**config.mk**
```make
export PLATFORM = sky130hd
export DESIGN_NAME = cycle_timing_sequencer
export DESIGN_NICKNAME = d
export VERILOG_FILES = /design/src/rtl/timing_pkg.sv /design/src/rtl/cycle_timing_sequencer_phase_counter.sv /design/src/rtl/cycle_timing_sequencer.sv
export SDC_FILE = /design/constraint.sdc
export NUM_CORES = 1
export LEC_CHECK = 0
export ABC_CLOCK_PERIOD_IN_PS = 4270
export BUFFER_PORTS_ARGS = -buffer_cell sky130_fd_sc_hd__buf_4
export CAP_MARGIN = 10
export CELL_PAD_IN_SITES_DETAIL_PLACEMENT = 1
export CELL_PAD_IN_SITES_GLOBAL_PLACEMENT = 2
export CORE_MARGIN = 2
export CORE_UTILIZATION = 28
export CTS_CLUSTER_SIZE = 10
export DETAILED_ROUTE_END_ITERATION = 16
export HOLD_SLACK_MARGIN = 0.03
export PLACE_DENSITY_LB_ADDON = 0.1
export SLEW_MARGIN = 25
export SYNTH_ARGS = -nofsm -noshare
export SYNTH_HDL_FRONTEND = slang
export SYNTH_SLANG_ARGS = --single-unit
```
**constraint.sdc**
```tcl
create_clock -name clk -period 4.27 [get_ports clk]
set_clock_uncertainty 0.2 [all_clocks]
set_input_delay 0.2135 -clock clk [delete_from_list [all_inputs] [get_ports clk]]
set_output_delay 0.2135 -clock clk [all_outputs]
set_load 0.02 [all_outputs]
```
**src/rtl/timing_pkg.sv**
```systemverilog
// Shared phase encoding and default timing widths for the cycle timing
// sequencer and the state-machine decoder that supplies its length codes.
package timing_pkg;

    typedef enum logic [1:0] {
        PH_ADDR = 2'd0,
        PH_OP   = 2'd1,
        PH_INT  = 2'd2
    } phase_t;

    localparam int TIME_W_DEF     = 3;
    localparam int INT_CYCLES_DEF = 7;

endpackage

```
**src/rtl/cycle_timing_sequencer_phase_counter.sv**
```systemverilog
// Per-phase time index: advances while enabled, returns to 0 at the end of a
// phase, and reports when the index has reached or passed the phase length.
module phase_counter #(
    parameter int TIME_W = 3
) (
    input  logic              clk,
    input  logic              nrst,
    input  logic              en,
    input  logic              clr,
    input  logic [TIME_W-1:0] len,
    output logic [TIME_W-1:0] count,
    output logic              term
);

    // >= rather than == so a length that drops below the index ends the phase.
    assign term = (count >= len);

    always_ff @(posedge clk or negedge nrst) begin
        if (!nrst) begin
            count <= '0;
        end else if (en) begin
            if (clr || term) begin
                count <= '0;
            end else begin
                count <= count + 1'b1;
            end
        end
    end

endmodule

```
**src/rtl/cycle_timing_sequencer.sv**
```systemverilog
// ADDR -> OP -> (INT) -> ADDR phase sequencer with live length codes, a
// ready stall, and sync / last-cycle / instruction-done / interrupt-ack strobes.
module cycle_timing_sequencer
    import timing_pkg::*;
#(
    parameter int TIME_W     = TIME_W_DEF,
    parameter int INT_CYCLES = INT_CYCLES_DEF
) (
    input  logic              clk,
    input  logic              nrst,
    input  logic              ready,
    input  logic [TIME_W-1:0] addr_len,
    input  logic [TIME_W-1:0] op_len,
    input  logic              int_req,
    output logic [TIME_W-1:0] time_out,
    output logic [1:0]        phase,
    output logic              sync,
    output logic              last_cycle,
    output logic              instr_done,
    output logic              int_ack
);

    localparam logic [TIME_W-1:0] INT_LAST = TIME_W'(INT_CYCLES - 1);

    phase_t            state;
    phase_t            state_nx;
    logic [TIME_W-1:0] cur_len;
    logic              illegal;

    assign illegal = (state == phase_t'(2'b11));

    always_comb begin
        cur_len = addr_len;
        case (state)
            PH_ADDR: cur_len = addr_len;
            PH_OP:   cur_len = op_len;
            PH_INT:  cur_len = INT_LAST;
            default: cur_len = addr_len;
        endcase
    end

    phase_counter #(
        .TIME_W (TIME_W)
    ) u_counter (
        .clk   (clk),
        .nrst  (nrst),
        .en    (ready),
        .clr   (illegal),
        .len   (cur_len),
        .count (time_out),
        .term  (last_cycle)
    );

    always_ff @(posedge clk or negedge nrst) begin
        if (!nrst) begin
            state <= PH_ADDR;
        end else begin
            state <= state_nx;
        end
    end

    // int_req is only looked at on the OP-phase boundary that actually advances.
    always_comb begin
        state_nx = state;
        if (ready && (last_cycle || illegal)) begin
            case (state)
                PH_ADDR: state_nx = PH_OP;
                PH_OP:   state_nx = int_req ? PH_INT : PH_ADDR;
                PH_INT:  state_nx = PH_ADDR;
                default: state_nx = PH_ADDR;
            endcase
        end
    end

    assign phase      = state;
    assign sync       = (state == PH_ADDR) && (time_out == '0);
    assign instr_done = ready && (state == PH_OP)  && last_cycle;
    assign int_ack    = ready && (state == PH_INT) && last_cycle;

endmodule
```
Yosys cells after proc, flatten, opt, wreduce, memory -nomap -nowiden:

Index checks and enable logic that the tools add are counted.
Widths: inputs -> output; s select.

* reduce and logical (&&, ||, !) cells: 9
* order comparisons: 1
* div/mod/pow operators: 0
* multipliers: 0
* shift operators: 0
* bitwise logic cells: 0
* eq/ne operators: 3
* add/sub/neg operators: 1
* muxes and demuxes: 4

Operator list (count)
* $logic_and 1x1->1: 6
* $pmux 3 s2: 1
* $eq 2x2->1 const B: 2
* $pmux 2 s2: 1
* $add 3x1->3 const B: 1
* $ge 3x3->1: 1
* $logic_not 3->1: 1
* $mux 3: 1
* $eq 2x1->1 const B: 1
* $logic_not 2->1: 1
* $mux 2: 1
* $logic_or 1x1->1: 1

* output and inout bits: 9
* bits in read-only memories: 0
* input port bits: 10
* bits in writable memories: 0
* latch bits: 0
* register bits: 5
* memories kept: 0

Logic depth before layout (Yosys ltp):

* depth in word-level cells: 5
* gate-level depth with buffers: 10
* mapped depth without buffers: 10

By module:

Synthesis repeated with hierarchy kept, for this count alone.

* cell total of the unflattened synthesis: 50
* area total of the unflattened synthesis: 447.9 um2

Modules (own cells, without submodules)
* phase_counter: area each 237.7 um2, cells each 26, instances 1, sequential area each 75.1 um2
* cycle_timing_sequencer: area each 210.2 um2, cells each 24, instances 1, sequential area each 50.0 um2

Least setup slack after synthesis:

OpenSTA, ideal clock, no wires.

* kind: register to output
* start: register state[0] (netlist: phase[0])
* end: output port instr_done
* buffers on the path: 0
* required time: 3.857 ns
* cell stages (with the launch flop): 9
* arrival time: 2.183 ns
* slack: 1.674 ns
* cells stage by stage: dfrtp_1 inv_1 ha_1 o21ai_0 ha_1 nand2b_1 a21o_1 a21o_2 and3_1

* word-level cells in the longest chain between the ends: 4
* elaborated cells between the ends (all ways): 6
* classes of those cells: order compare: 1; eq/ne: 2; mux: 1; reduce/logical: 2

RTL lines
* start: declaration: RTL line cycle_timing_sequencer.sv:25 `phase_t state;`
* start signal: assignment: RTL line cycle_timing_sequencer.sv:58 `state <= state_nx;`
* $eq 2x2->1 / $eq 2x1->1 (equally long branches): RTL line cycle_timing_sequencer.sv:34 `case (state)`
* $pmux 3 s2 (*): RTL line cycle_timing_sequencer.sv:34
* $ge 3x3->1 (*): RTL line cycle_timing_sequencer_phase_counter.sv:16 `assign term = (count >= len);`
* named net last_cycle: RTL line cycle_timing_sequencer.sv:18 `output logic last_cycle,`
* $logic_and 1x1->1 (*): RTL line cycle_timing_sequencer.sv:77 `assign instr_done = ready && (state == PH_OP) && last_cycle;`
* end: declaration: RTL line cycle_timing_sequencer.sv:19 `output logic instr_done,`

The timed path passes the listed nets; every way through them passes the cells marked *.

Worst setup path after layout:

* start: register state[0] (netlist: phase[0])
* end: output port instr_done

* word-level cells in the longest chain between the ends: 4
* elaborated cells between the ends (all ways): 6
* classes of those cells: order compare: 1; eq/ne: 2; mux: 1; reduce/logical: 2

RTL lines (RTL line)
* $eq 2x2->1 / $eq 2x1->1 (equally long branches): cycle_timing_sequencer.sv:34, cycle_timing_sequencer.sv:77
* $pmux 3 s2: cycle_timing_sequencer.sv:34
* $ge 3x3->1: cycle_timing_sequencer_phase_counter.sv:16
* $logic_and 1x1->1 (*): cycle_timing_sequencer.sv:77

Every way passes the cells marked *; elsewhere a longest branch is shown, timed or not.

==> flow_summary.json <==
{
  "critical_path_class": "reg2out",
  "ant_nets": 0,
  "synth_most_common_cell": "ha_1",
  "worst_slew_pin_slew_ps": 182.6,
  "die_width_um": 44.72,
  "gp_congestion": 0.6590,
  "dieHeight_um": 44.72,
  "htree_levels": 1,
  "clock-sinks": 5,
  "min_period_ps": 2872,
  "worst_ep_arrival_time_ps": 2460,
  "synthArstFlopShare_pct": 100.0,
  "place_ws_ps": 1633,
  "clock_path_buffers": 2,
  "cp-start-kind": "register",
  "nets": 91,
  "drtIter0Drc": 2,
  "power_leakage_nw": 0.3796,
  "vias_per_cell": 4.954,
  "max_freq_mhz": 348.1,
  "n_fill_cell": 183,
  "cts_buffers": 3,
  "min_period_over_period_pct": 67.27,
  "num_rows": 14,
  "syn_inst": 48,
  "setup_viol": 0,
  "yosysWarnings": 0,
  "drc": 0,
  "synth_area_um2": 464.2,
  "hold_class": "in2reg",
  "insertion_delay_ps": 250,
  "synth_cell_types": 22,
  "fin_ws_ps": 1398,
  "drv_slew": 0,
  "yosys_register_bits": 5,
  "grt_max_degree": 10,
  "root_buffer": "clkbuf_4",
  "wire_per_inst_um": 12.38,
  "yosys.area.top_type": "dfrtp_1",
  "yosys-top-cells-count": "ha_1 (9), dfrtp_1 (5), inv_1 (5), nand2_1 (5), o21ai_0 (4)",
  "status": "completed",
  "coreArea_um2": 1524,
  "synth_top_area_share_pct": 26.95,
  "initial_core_util_pct": 30.46,
  "grt-ovfl-total": 0,
  "fp.dieArea_um2": 1999,
  "path_max_fanout": 6,
  "syn_nets": 67,
  "routed_wl_mm": 1.077,
  "drv_cap": 0,
  "ys_seq_area_share_pct": 26.95,
  "vdd_ir_drop_max_mv": 0.4100,
  "worstPathRequired_ps": 3860,
  "hold_viol": 0,
  "rsz0062_at_grt": "false",
  "dr.pass1.iters": 2,
  "tns_ps": 0,
  "io_buffer_count": 18,
  "dpl.hpwl_um": 896.8,
  "synth_ff_type": "dfrtp_1",
  "drive_above_1_share_pct": 36.62,
  "vias": 431,
  "antenna_found_initial": 0,
  "endpoint_kind": "primary output",
  "synth_area_per_cell_um2": 9.671,
  "clk_pin_slew_ps": 40,
  "p_per_area_nw_per_um2": 848.6,
  "synth_edf_count": 0,
  "num_antenna_cells": 0,
  "grt_pass1_wl_mm": 1.787,
  "area_delta_synth_final_pct": 40.97,
  "slew_headroom_pct": 87.83,
  "gr-usage-all-layers_pct": 12.83,
  "grt_pass1_vias": 442,
  "io-pin-count": 19,
  "cts_tree": "done",
  "synth.area.top_cells": "dfrtp_1 (27%), ha_1 (24%), o21ai_0 (4.3%), inv_1 (4.0%), nand2_1 (4.0%)"
}
==> through the flow <==
| step | cell area [um2] | instances | total power [W] | hold WS [ps] | util (%) |
|---|---|---|---|---|---|
| 2_1_floorplan | 464.2 | 48 | 0.0003863 | -282.1 | - |
| 6_report | 654.4 | 87 | 0.0005553 | 43.42 | 42.94 |
| 3_5_place_dp | 608.1 | 81 | 0.0005085 | -181.6 | 39.90 |
| 3_3_place_gp | 608.1 | 81 | 0.0005032 | -181.2 | 39.90 |
| 5_1_grt | 654.4 | 87 | 0.0006110 | 57.62 | 42.94 |
| 4_1_cts | 654.4 | 87 | 0.0005690 | 43.27 | 42.94 |
==> state kept, by name (all words and copies together), names as in the netlist <==
signal	flops
phase	2
u_counter.count	3
==> worst paths after layout <==
path / from / to / slack, ps / depth (start not counted)
worst max-delay path: phase[0] / instr_done / 1400 / 9
worst min-delay path: ready / u_counter.count[1] / 40 / 2
worst max register to register: phase[1] / phase[0] / 1690 / 10
worst min register to register: u_counter.count[2] / u_counter.count[2] / 380 / 1
max in group asynchronous: nrst / phase[1] / 3650 / 2
min in group asynchronous: nrst / u_counter.count[1] / 110 / 2
==> worst max-delay path, stage by stage, from the launching register on <==
cell and delay [ps]:
dfrtp_1 410, inv_1 90, ha_1 370, o21ai_0 190, ha_1 240, nand2b_1 170
a21o_1 190, a21o_2 220, and3_1 180, buf_4 150
==> layout make-up <==
cell class / instances / area, um2 / area share [%]
repair buffers: 20 / 155.1 / 23.71
clock buffers: 4 / 26.28 / 4.015
multi-input cells: 37 / 309.0 / 47.23
inverters: 5 / 18.77 / 2.868
flip-flops and latches: 5 / 125.1 / 19.12
well taps: 16 / 20.02 / 3.059
==> report_power, final <==
group | switching (W) | internal, W | leakage (nW)
clock network | 0.0000210 | 0.0000354 | 0.0150
logic | 0.000212 | 0.000199 | 0.301
registers | 0.0000214 | 0.0000666 | 0.0641
==> cells in the final DEF (no fill, tap or decap) <==
cell and count:
o22ai_1 1, clkbuf_4 3, dlygate4sd3_1 2, buf_4 18, a21o_1 2, and3b_1 1, mux2_4 1, dfrtp_1 5
o21ai_0 4, nand2_4 1, ha_1 9, a211o_1 1, o21ai_1 1, nand2b_1 1, nand3b_1 1, a21oi_1 2
mux2i_1 1, nor3_2 1, a21o_2 1, and3_1 2, nand2_1 5, a31o_4 1, nand3_1 1, inv_1 5
clkbuf_1 1
==> timing repair <==
item | 4_1_cts | 5_1_grt
buffers inserted | 0 | 0
gates resized for setup | 0 | 0
hold buffers | 2 | 0
endpoints found under the hold margin | 6 | 0
==> kinds of logic after synthesis <==
family | count (synthesis) | synth area share, %
multiplexers | 2 | 5.390
buffers and inverters | 6 | 6.469
AND/OR/NAND/NOR | 13 | 17.25
AO/OA/AOI/OAI | 13 | 19.68
adder cells (fa/ha/maj) | 9 | 24.26
flip-flops | 5 | 26.95
==> per-layer routing <==
metal  GRT usage [%]  wire (um)
met1           13.33        436
met2           22.61        542
met3           1.600         71
met4           10.91         27
met5               0          0
Power figures use the tool's default switching activity.
